==> src/rtl/wb_arbiter_pkg.sv <==
// Shared write-back definitions: reset/enable levels, register bus widths,
// default FIFO depth and starvation limit, and the write-port source select.
package wb_arbiter_pkg;
    localparam logic RST_ENABLE    = 1'b1;
    localparam logic WRITE_ENABLE  = 1'b1;
    localparam int   REG_AW        = 5;
    localparam int   REG_DW        = 32;
    localparam int   WB_FIFO_DEPTH = 4;
    localparam int   WB_STARVE_MAX = 8;

    typedef enum logic [1:0] {
        SRC_NONE = 2'd0,
        SRC_PIPE = 2'd1,
        SRC_FIFO = 2'd2
    } wb_src_e;
endpackage

==> src/rtl/wb_fifo.sv <==
// Write-back FIFO: circular buffer of {waddr, wdata} with count-based full/empty
// and a per-entry destination compare that yields the decode pending flags.
module wb_fifo
    import wb_arbiter_pkg::*;
#(
    parameter int DEPTH = WB_FIFO_DEPTH,
    parameter int AW    = REG_AW,
    parameter int DW    = REG_DW
) (
    input  logic          clk,
    input  logic          rst,
    input  logic          push,
    input  logic [AW-1:0] push_addr,
    input  logic [DW-1:0] push_data,
    input  logic          pop,
    output logic          full,
    output logic          empty,
    output logic [AW-1:0] head_addr,
    output logic [DW-1:0] head_data,
    input  logic [AW-1:0] raddr1,
    input  logic [AW-1:0] raddr2,
    output logic          pend1,
    output logic          pend2
);
    localparam int PW = $clog2(DEPTH);
    localparam int CW = PW + 1;

    logic [PW-1:0]    wr_ptr_q, wr_ptr_d;
    logic [PW-1:0]    rd_ptr_q, rd_ptr_d;
    logic [CW-1:0]    count_q, count_d;
    logic [AW-1:0]    addr_q [DEPTH];
    logic [AW-1:0]    addr_d [DEPTH];
    logic [DW-1:0]    data_q [DEPTH];
    logic [DW-1:0]    data_d [DEPTH];
    logic [DEPTH-1:0] occupied;

    assign full      = (count_q == CW'(DEPTH));
    assign empty     = (count_q == '0);
    assign head_addr = addr_q[rd_ptr_q];
    assign head_data = data_q[rd_ptr_q];

    always_comb begin
        wr_ptr_d = wr_ptr_q;
        rd_ptr_d = rd_ptr_q;
        count_d  = count_q;
        addr_d   = addr_q;
        data_d   = data_q;
        if (push) begin
            addr_d[wr_ptr_q] = push_addr;
            data_d[wr_ptr_q] = push_data;
            wr_ptr_d         = wr_ptr_q + 1'b1;
        end
        if (pop) begin
            rd_ptr_d = rd_ptr_q + 1'b1;
        end
        case ({push, pop})
            2'b10:   count_d = count_q + 1'b1;
            2'b01:   count_d = count_q - 1'b1;
            default: count_d = count_q;
        endcase
    end

    // A slot is live when its distance from the read pointer is below the count.
    always_comb begin
        for (int i = 0; i < DEPTH; i++) begin
            occupied[i] = ({1'b0, PW'(i) - rd_ptr_q} < count_q);
        end
    end

    always_comb begin
        pend1 = 1'b0;
        pend2 = 1'b0;
        for (int i = 0; i < DEPTH; i++) begin
            if (occupied[i] && (addr_q[i] == raddr1)) pend1 = 1'b1;
            if (occupied[i] && (addr_q[i] == raddr2)) pend2 = 1'b1;
        end
        if (raddr1 == '0) pend1 = 1'b0;
        if (raddr2 == '0) pend2 = 1'b0;
    end

    always_ff @(posedge clk) begin
        if (rst == RST_ENABLE) begin
            wr_ptr_q <= '0;
            rd_ptr_q <= '0;
            count_q  <= '0;
        end else begin
            wr_ptr_q <= wr_ptr_d;
            rd_ptr_q <= rd_ptr_d;
            count_q  <= count_d;
        end
    end

    // Payload needs no reset: the count alone decides which slots are live.
    always_ff @(posedge clk) begin
        addr_q <= addr_d;
        data_q <= data_d;
    end
endmodule

==> src/rtl/wb_arbiter.sv <==
// Register-file write-port arbiter: pipeline write-back has priority, long-latency
// results queue in wb_fifo and drain on idle cycles. WB_STARVE_EN adds stall_req.
module wb_arbiter
    import wb_arbiter_pkg::*;
#(
    parameter int DEPTH      = WB_FIFO_DEPTH,
    parameter int AW         = REG_AW,
    parameter int DW         = REG_DW,
    parameter int STARVE_MAX = WB_STARVE_MAX
) (
    input  logic          clk,
    input  logic          rst,
    input  logic          pipe_we,
    input  logic [AW-1:0] pipe_waddr,
    input  logic [DW-1:0] pipe_wdata,
    input  logic          lr_valid,
    output logic          lr_ready,
    input  logic [AW-1:0] lr_waddr,
    input  logic [DW-1:0] lr_wdata,
    output logic          we,
    output logic [AW-1:0] waddr,
    output logic [DW-1:0] wdata,
    input  logic [AW-1:0] raddr1,
    input  logic [AW-1:0] raddr2,
    output logic          pend1,
    output logic          pend2,
    output logic          stall_req
);
    if (DEPTH < 2 || DEPTH > 16 || (DEPTH & (DEPTH - 1)) != 0 || STARVE_MAX < 1) begin : g_bad_params
        $error("wb_arbiter: DEPTH must be a power of two in 2..16 and STARVE_MAX at least 1");
    end

    logic          in_rst;
    logic          fifo_full;
    logic          fifo_empty;
    logic          fifo_push;
    logic          fifo_pop;
    logic [AW-1:0] head_addr;
    logic [DW-1:0] head_data;
    logic          fifo_pend1;
    logic          fifo_pend2;
    wb_src_e       src;
    logic [AW-1:0] sel_addr;
    logic [DW-1:0] sel_data;

    assign in_rst    = (rst == RST_ENABLE);
    assign lr_ready  = !in_rst && !fifo_full;
    // A zero destination completes the handshake but has nothing to write.
    assign fifo_push = lr_valid && lr_ready && (lr_waddr != '0);
    assign fifo_pop  = (src == SRC_FIFO);
    assign pend1     = fifo_pend1 && !in_rst;
    assign pend2     = fifo_pend2 && !in_rst;

    wb_fifo #(
        .DEPTH (DEPTH),
        .AW    (AW),
        .DW    (DW)
    ) u_fifo (
        .clk       (clk),
        .rst       (rst),
        .push      (fifo_push),
        .push_addr (lr_waddr),
        .push_data (lr_wdata),
        .pop       (fifo_pop),
        .full      (fifo_full),
        .empty     (fifo_empty),
        .head_addr (head_addr),
        .head_data (head_data),
        .raddr1    (raddr1),
        .raddr2    (raddr2),
        .pend1     (fifo_pend1),
        .pend2     (fifo_pend2)
    );

    // A pipeline write to r0 is a no-op, so the FIFO head may use that slot.
    always_comb begin
        src = SRC_NONE;
        if (in_rst) begin
            src = SRC_NONE;
        end else if (pipe_we && (pipe_waddr != '0)) begin
            src = SRC_PIPE;
        end else if (!fifo_empty) begin
            src = SRC_FIFO;
        end else if (pipe_we) begin
            src = SRC_PIPE;
        end
    end

    always_comb begin
        sel_addr = '0;
        sel_data = '0;
        case (src)
            SRC_PIPE: begin
                sel_addr = pipe_waddr;
                sel_data = pipe_wdata;
            end
            SRC_FIFO: begin
                sel_addr = head_addr;
                sel_data = head_data;
            end
            default: begin
                sel_addr = '0;
                sel_data = '0;
            end
        endcase
        we    = ((src != SRC_NONE) && (sel_addr != '0)) ? WRITE_ENABLE : !WRITE_ENABLE;
        waddr = sel_addr;
        wdata = sel_data;
    end

`ifdef WB_STARVE_EN
    localparam int SW = $clog2(STARVE_MAX + 1);

    logic [SW-1:0] starve_q, starve_d;
    logic          stall_q, stall_d;

    // Counts consecutive cycles the head waited behind a pipeline write.
    always_comb begin
        starve_d = starve_q;
        if (fifo_empty || fifo_pop) begin
            starve_d = '0;
        end else if (pipe_we && (starve_q != SW'(STARVE_MAX))) begin
            starve_d = starve_q + 1'b1;
        end
        stall_d = (starve_d == SW'(STARVE_MAX));
    end

    always_ff @(posedge clk) begin
        if (rst == RST_ENABLE) begin
            starve_q <= '0;
            stall_q  <= 1'b0;
        end else begin
            starve_q <= starve_d;
            stall_q  <= stall_d;
        end
    end

    assign stall_req = stall_q && !in_rst;
`else
    assign stall_req = 1'b0;
`endif
endmodule

==> config.mk <==
export PLATFORM = sky130hd
export DESIGN_NAME = wb_arbiter
export DESIGN_NICKNAME = d
export VERILOG_FILES = /design/src/rtl/wb_arbiter_pkg.sv /design/src/rtl/wb_fifo.sv /design/src/rtl/wb_arbiter.sv
export SDC_FILE = /design/constraint.sdc
export NUM_CORES = 1
export LEC_CHECK = 0
export CAP_MARGIN = 40
export CORE_ASPECT_RATIO = 1.25
export CORE_MARGIN = 2
export CORE_UTILIZATION = 36
export CTS_CLUSTER_DIAMETER = 60
export DETAILED_ROUTE_END_ITERATION = 12
export GPL_TIMING_DRIVEN = 0
export PLACE_DENSITY = 0.64
export REMOVE_ABC_BUFFERS = 1
export SYNTH_ARGS = -nofsm -noshare
export SYNTH_HDL_FRONTEND = slang
export SYNTH_SLANG_ARGS = --single-unit
==> constraint.sdc <==
create_clock -name clk -period 9 [get_ports clk]
set_input_delay 1.8 -clock clk [delete_from_list [all_inputs] [get_ports clk]]
set_output_delay 1.8 -clock clk [all_outputs]
set_load 0.02 [all_outputs]
### Word level (Yosys, flattened, before mapping)

Cells that the tools add are included.

* input port bits: 88
* flip-flop bits (word level): 155
* output and inout port bits: 42

* muxes and demuxes: 30
* reduce and logical (&&, ||, !) cells: 26
* bitwise logic cells: 2
* equality and inequality tests: 13
* add/subtract/negate cells: 8
* magnitude comparators: 7

Operators with widths (count)
* bitwise mux 128 bit: 1
* 2-to-1 mux 32 bit: 3
* binary-select mux 32 bit (select 2 bit): 1
* demux 32 bit (select 2 bit): 1
* case mux 32 bit (2 select lines): 1
* == test 5 bit: 8
* bitwise mux 20 bit: 1
* logical AND 1 bit: 16
* 2-to-1 mux 5 bit: 3
* nonzero test 5 bit: 3
* < comparator 2 x 3 -> 1 bit: 4
* 2-to-1 mux 1 bit: 12
* binary-select mux 5 bit (select 2 bit): 1
* demux 5 bit (select 2 bit): 1
* zero test 5 bit: 2
* case mux 5 bit (2 select lines): 1
* >= comparator 3 bit, second input constant: 2
* 2-to-1 mux 2 bit: 3
* NOT 2 -> 3 bit: 2
* case mux 3 bit (2 select lines): 1
* adder 2 x 1 -> 2 bit, second input constant: 2
* == test 2 x 1 -> 1 bit, second input constant: 2
* == test 2 bit, second input constant: 2
* nonzero test 2 bit: 2
* other kinds (8): 11

### Depth between registers and ports, before layout

Gate-level depths: netlist of the first run.

* word-level depth: 9
* mapped depth: 11
* gate-level depth less buffers: 11

### Cells and area by module

From an unflattened synthesis of the first run, not the netlist that was laid out.

* cells, all modules: 438
* area, all modules: 7041.8 sq um

Modules (own cells, without submodules)
* wb_fifo: sequential area each 4584.4 sq um, area an instance 6392.4 sq um, cells each 330, times used 1
* wb_arbiter: sequential area each 0.0 sq um, area an instance 649.4 sq um, cells each 108, times used 1

### Worst setup path after synthesis of the first run

No wires, ideal clock.

* kind: input port to output port
* start point: input pipe_waddr[1]
* end point: output we
* path buffers: 1
* required time: 7200 ps
* data arrival time: 4029 ps
* setup slack: 3171 ps
* stages on the path: 10
* cell sequence: nor3_1 > nand2_1 > a211o_1 > ha_1 > buf_2 > nand3b_1 > o22ai_1 > a21o_1 > or4_1 > o21ba_1

* cells in the longest elaborated chain, start to end: 9
* elaborated cells between the ends (all ways): 11

Ends and longest elaborated chain
* from (decl): line wb_arbiter.sv:14 `input logic [AW-1:0] pipe_waddr,`
* nonzero test 5 bit *: line wb_arbiter.sv:80 `end else if (pipe_we && (pipe_waddr != '0)) begin`
* logical AND 1 bit *: line wb_arbiter.sv:80
* 2-to-1 mux 2 bit *: line wb_arbiter.sv:80
* 2-to-1 mux 2 bit *: line wb_arbiter.sv:78 `if (in_rst) begin`
* == test 2 bit or == test 2 x 1 -> 1 bit (tied branches): line wb_arbiter.sv:92 `case (src)`
* case mux 5 bit (2 select lines) *: line wb_arbiter.sv:92
* net waddr[3]: line wb_arbiter.sv:21 `output logic [AW-1:0] waddr,`
* nonzero test 5 bit *: line wb_arbiter.sv:106 `we = ((src != SRC_NONE) && (sel_addr != '0)) ? WRITE_ENABLE : !WRITE_ENABLE;`
* logical AND 1 bit *: line wb_arbiter.sv:106
* 2-to-1 mux 1 bit *: line wb_arbiter.sv:106
* to (decl): line wb_arbiter.sv:20 `output logic we,`

Mark *: on every way through the listed nets, which the timed path passes. The rest lies on a longest branch.

### Worst setup path after layout of the first run

* start point: input pipe_waddr[0]
* end point: output we

* cells in the longest elaborated chain, start to end: 9
* elaborated cells between the ends (all ways): 11

Ends and longest elaborated chain (line)
* nonzero test 5 bit: wb_arbiter.sv:80
* logical AND 1 bit: wb_arbiter.sv:80
* 2-to-1 mux 2 bit: wb_arbiter.sv:80
* 2-to-1 mux 2 bit: wb_arbiter.sv:78
* == test 2 bit or == test 2 x 1 -> 1 bit (tied branches): wb_arbiter.sv:92
* case mux 5 bit (2 select lines): wb_arbiter.sv:92
* nonzero test 5 bit: wb_arbiter.sv:106
* logical AND 1 bit *: wb_arbiter.sv:106
* 2-to-1 mux 1 bit *: wb_arbiter.sv:106

Mark *: on every way between the ends. The rest lies on a longest branch, timed or not.

==> results of run 1 <==
-- metal layers --
layer	routed length, µm	share of wire (%)	global-route usage [%]	vias up
met4	225	1.4	4.79	0
met5	0	0	0	-
li1	-	-	-	1948
met2	8450	53	28.2	123
met3	809	5.1	3.75	16
met1	6370	40	19.4	2132
-- layout by cell type (no fill, tap or decap), types with 3 or more instances in the layout --
cell type,n
ha_1,11
clkbuf_16,17
a22oi_1,32
and2_2,4
dfxtp_1,5
nand2_1,6
inv_1,10
nor3_1,8
clkdlybuf4s50_1,128
mux4_2,33
edfxtp_1,148
bufinv_16,3
inv_6,6
buf_12,6
xor2_1,21
mux2i_1,8
nor2_1,43
xnor2_1,25
o22ai_1,4
nor4_1,3
nand3_1,4
a21o_1,4
a21oi_1,9
-- area by class of cell --
type,instances,area share [%]
Sequential cell,155,49.9
Multi-Input combinational cell,242,24.1
Timing Repair Buffer,136,15.8
Clock buffer,17,4.62
Tap cell,236,3.21
Clock inverter,14,1.99
Inverter,10,0.408
-- path summary, 6_finish.rpt --
| path | slack [ps] | start | cells after the start | to |
|---|---|---|---|---|
| setup / recovery | 1690 | pipe_waddr[0] | 11 | we |
| hold / removal | 530 | u_fifo.count_q[1] | 2 | u_fifo.count_q[1] |
| setup reg to reg | 5710 | u_fifo.count_q[2] | 10 | u_fifo.count_q[2] |
| hold reg to reg | 530 | u_fifo.count_q[1] | 2 | u_fifo.count_q[1] |
-- registers in the layout, summed over array words and instances, names as in the netlist --
name and cells:
u_fifo.rd_ptr_q 2, u_fifo.addr_q 20, u_fifo.count_q 3, u_fifo.data_q 128, u_fifo.wr_ptr_q 2
-- critical path: stages --
cell and delay (ps):
clkdlybuf4s50_1 430, nor3_1 180, nand2_1 120, a211o_1 340, ha_1 800, nand3b_1 280, o22ai_1 130, a21o_1 180
or4_1 530, o21ba_1 180, clkdlybuf4s50_1 530
-- where the power goes --
part | internal, mW | switching, mW | total, mW
Combinational | 0.0977 | 0.0912 | 0.189
Sequential | 0.812 | 0.0118 | 0.824
Clock | 0.443 | 0.292 | 0.735
-- cell usage after synthesis (3+ instances only) --
library cell  number
a21oi_1            9
a21o_1             4
xnor2_1           25
and2_1             4
nand3_1            4
nand2_1            6
edfxtp_1         148
buf_6              4
ha_1              12
clkbuf_1          23
mux2i_1            8
inv_1             10
nor2_1            43
buf_4              4
a22oi_1           32
nor3_1             8
xor2_1            21
o22ai_1            4
mux4_2            33
nor4_1             3
dfxtp_1            7
-- through the flow --
stage	util (%)	cell area (µm²)	hold slack [ps]	instances	power, mW
floorplan	-	6830	481	407	0.928
global placement	43.7	8410	504	771	1.02
finish	47.8	9200	527	810	1.75
global route	47.8	9200	589	810	1.82
CTS	47.8	9200	536	810	1.77
detailed placement	44.6	8590	520	779	1.03
-- cells by family (layout without fill, tap and decap cells) --
family	Yosys count	after routing	share of synthesized area [%]
other cells	1	1	0.0535
compound gates	63	63	6.43
simple gates	78	78	5.09
xor+xnor	46	46	5.75
mux	41	41	11.8
flops	155	155	65.5
buf+inv	44	177	3.02
fa+ha+maj	13	13	2.43
==> results.ini, run 1 <==
[status]
status = complete, no violations

[die]
top_level_ports = 130
die_area_um2 = 20600
die_height_um = 160
start_util_pct = 36.4
rows = 57
core-area_um2 = 19300
die_x_um = 129

[sta]
tightestPinTransition_ps = 868
setup_violations = 0
maxSlewViolCount = 0
rsz0062_at_grt = false
slew_headroom_pct = 42.1
period_needed_ps = 7310
final_hold_viol_count = 0
fin_ws_ps = 1690
fmax_mhz = 137
clock_skew_ps = 11.7
finalSetupTns_ps = 0
period_share_pct = 81.2

[layout]
register_area_um2 = 4590
diodes = 0
area_growth_pct = 31.4
multi_input_area_um2 = 2210
filler_cell_count = 1682
final_nets = 663
drive_gt1_share_pct = 13.8

[clock_network]
h-tree-depth = 4
cts_made_buffers = 17
clk_path_buf_depth = 2
ctsHoldBuffers = 0
cts_tree = built
cts_root_buf = clkbuf_16
clock-sinks = 155
clk_pin_slew_ps = 70
postCtsSetupBuffers = 0
cts_resized = 0
insertion_delay_ps = 410

[synthesis]
synth_top_area_share_pct = 63.5
async_reset_ff_share_pct = 0
synth_edf_count = 148
synthCells = 441
synthTopCellsByArea = edfxtp_1 (63%), mux4_2 (11%), a22oi_1 (3.4%)
ys.flop_type = edfxtp_1
synth_top_cell_by_area = edfxtp_1
yosysUniqueCellTypes = 42
synth.yosys.seq_area_share_pct = 65.5
syn-cell-area_um2 = 7000
syn_avg_cell_area_um2 = 15.9
yosysWarnings = 0
ys_seq_elements = 155

[drt]
dr.pass1.iters = 4
drt_iter0_markers = 192
drcViolationCount = 0
vias = 4219
drt-total-wl_um = 15900
via_per_inst = 5.21
ant_nets = 0
wl_per_cell_um = 19.6

[global_route]
grt_pass1_vias = 4538
grt_max_degree = 39
grt_pass1_wl_um = 25000
antenna_found_initial = 0
grt.total_usage_pct = 16.0
grt_overflow = 0

[min_path]
min_path_type = reg2reg

[place]
dp_hpwl_um = 10800
pre_cts_ws_ps = 1660
place_congestion = 0.846
port_buffers = 128

[power]
peakVddDrop_mv = 0.115
p_leak_nw = 2.95
power_density_nw_per_um2 = 190

[setup_path]
critPathLaunchType = input pin
worstSetupPathType = in2out
worst_ep_required_time_ps = 7200
arrival_ps = 5510
crit_fanout = 19
cp-end-kind = output pin

[job]
drv_cap = 0

Power figures use the tool's default switching activity.
==> inputs of run 2 (changes only) <==
- PLACE_DENSITY: 0.64 -> 0.66
- clock period: 9 -> 6.4 ns (I/O delays scaled with it)
==> run 2 against run 1 <==
Effect of this change:
- clock power grew 27%
- clock skew fell by 3.2 ps
- non-clock buffer count is 1 higher
- largest cell class unchanged
- sequential cell count unchanged
- routed wire length up 2.5%
==> results.ini, run 2 (synthesis gave the netlist of run 1 again) <==
[global_route]
grt_overflow = 0  ; unchanged
antenna_found_initial = 0  ; unchanged
grt_max_degree = 27  ; -31%
grt_pass1_vias = 4492  ; -1.0%
grt_pass1_wl_um = 25000  ; -0.14%
grt.total_usage_pct = 16.2  ; +0.16 points

[sta]
fin_ws_ps = 302  ; -1390 ps
period_share_pct = 95.3
slew_headroom_pct = 55.3  ; +13 points
fmax_mhz = 164
setup_violations = 0  ; unchanged
final_hold_viol_count = 0  ; unchanged
clock_skew_ps = 8.45  ; -3.21 ps
finalSetupTns_ps = 0  ; unchanged
period_needed_ps = 6100
tightestPinTransition_ps = 671  ; -197 ps
rsz0062_at_grt = false
maxSlewViolCount = 0  ; unchanged

[layout]
final_nets = 664  ; +0.15%
diodes = 0  ; unchanged
register_area_um2 = 4590  ; unchanged
largest_reg_flops = 128  ; unchanged
filler_cell_count = 1687  ; +0.30%
drive_gt1_share_pct = 13.6  ; -0.17 points
mostFrequentLayoutCells = edfxtp_1 (148), clkdlybuf4s50_1 (128), nor2_1 (43), mux4_2 (33), a22oi_1 (32)
largest_registers = u_fifo.data_q x128, u_fifo.addr_q x20, u_fifo.count_q x3
top_register = u_fifo.data_q
multi_input_area_um2 = 2220  ; +0.11%
area_growth_pct = 31.1
layout_commonest_cell = edfxtp_1

[clock_network]
clock-sinks = 155  ; unchanged
h-tree-depth = 4  ; unchanged
cts_made_buffers = 17  ; unchanged
clk_pin_slew_ps = 60  ; about the same
clk_path_buf_depth = 2  ; unchanged
cts_tree = built
cts_root_buf = clkbuf_16
insertion_delay_ps = 410  ; about the same

[place]
place_congestion = 0.808  ; -4.5%
pre_cts_ws_ps = 71.1  ; -1590 ps
port_buffers = 128  ; unchanged
dp_hpwl_um = 11300  ; +5.1%

[drt]
wl_per_cell_um = 20.1  ; +2.5%
dr.pass1.iters = 4  ; unchanged
ant_nets = 0  ; unchanged
drcViolationCount = 0  ; unchanged
via_per_inst = 5.16  ; -0.88%
vias = 4182  ; -0.88%
drt-total-wl_um = 16200  ; +2.5%
drt_iter0_markers = 268  ; +40%

[die]
core-area_um2 = 19300  ; unchanged
die_area_um2 = 20600  ; unchanged
die_height_um = 160  ; unchanged
start_util_pct = 36.4  ; unchanged
die_x_um = 129  ; unchanged
top_level_ports = 130  ; unchanged
rows = 57  ; unchanged

[power]
peakVddDrop_mv = 0.151  ; +31%
power_density_nw_per_um2 = 257  ; +36%
p_leak_nw = 2.93  ; -0.43%

[setup_path]
worstSetupPathType = in2out
arrival_ps = 4820  ; -690 ps
critPathLaunchType = input pin
cp-end-kind = output pin
crit_fanout = 18  ; -1
worst_ep_required_time_ps = 5120  ; -2080 ps

[min_path]
min_path_type = reg2reg

[status]
status = complete, no violations

[job]
drv_cap = 0  ; unchanged

run 2: changes by cell type in the layout (fill, tap and decap cells not counted), sizes merged:
| cell | before | now |
|---|---|---|
| clkinv | 2 | 7 |
| buf | 8 | 9 |
| bufinv | 3 | 1 |
| inv | 18 | 15 |
| clkinvlp | 1 | 0 |
run 2: layer usage:
layer / vias to the layer above / track usage (%) / part of all wire [%]
met3: 14 / 3.58 / 4.3
met5: - / 0 / 0
met2: 114 / 29.5 / 54
li1: 1948 / - / -
met1: 2106 / 19.2 / 41
met4: 0 / 3.90 / 1.1
run 2: critical path, stage by stage:
cell             delay (ps)
clkdlybuf4s50_1         430
nor3_1                  190
nand2_1                 120
a211o_1                 350
ha_2                    630
or3b_1                  250
o22ai_1                 110
a21o_1                  180
or4_1                   550
o21ba_1                 190
clkdlybuf4s50_1         530
run 2: where the power goes:
part / internal, mW / switching (mW)
Sequential: 1.14 / 0.0169
Clock: 0.534 / 0.399
Combinational: 0.141 / 0.129
run 2: area by class of cell:
cell class | instances | share of cell area [%]
flip-flops and latches | 155 | 50.0
repair buffers | 137 | 16.3
well taps | 236 | 3.22
clock buffers | 17 | 4.63
inverters | 10 | 0.409
clock inverters | 13 | 1.28
multi-input cells | 242 | 24.1
run 2: per-stage QoR:
stage | hold WS (ps) | std cells | utilization, % | area, µm² | total power, mW
CTS | 550 | 810 | 47.7 | 9180 | 2.39
global placement | 501 | 771 | 43.7 | 8410 | 1.44
global route | 586 | 810 | 47.7 | 9180 | 2.46
detailed placement | 536 | 780 | 44.8 | 8640 | 1.46
finish | 545 | 810 | 47.7 | 9180 | 2.36
floorplan | 481 | 407 | - | 6830 | 1.31
run 2: timing repair:
action                                  in CTS  in global routing
hold buffers                                 0                  0
buffers inserted                             0                  0
endpoints found under the setup margin       0                  1
resized for setup                            0                  1
run 2: path summary, 6_finish.rpt:
path,end,start,slack (ps),cells after the start
hold reg to reg,u_fifo.count_q[1],u_fifo.count_q[1],540,2
setup reg to reg,u_fifo.count_q[2],u_fifo.count_q[2],3360,11
hold / removal,u_fifo.count_q[1],u_fifo.count_q[1],540,2
setup / recovery,we,pipe_waddr[1],300,11
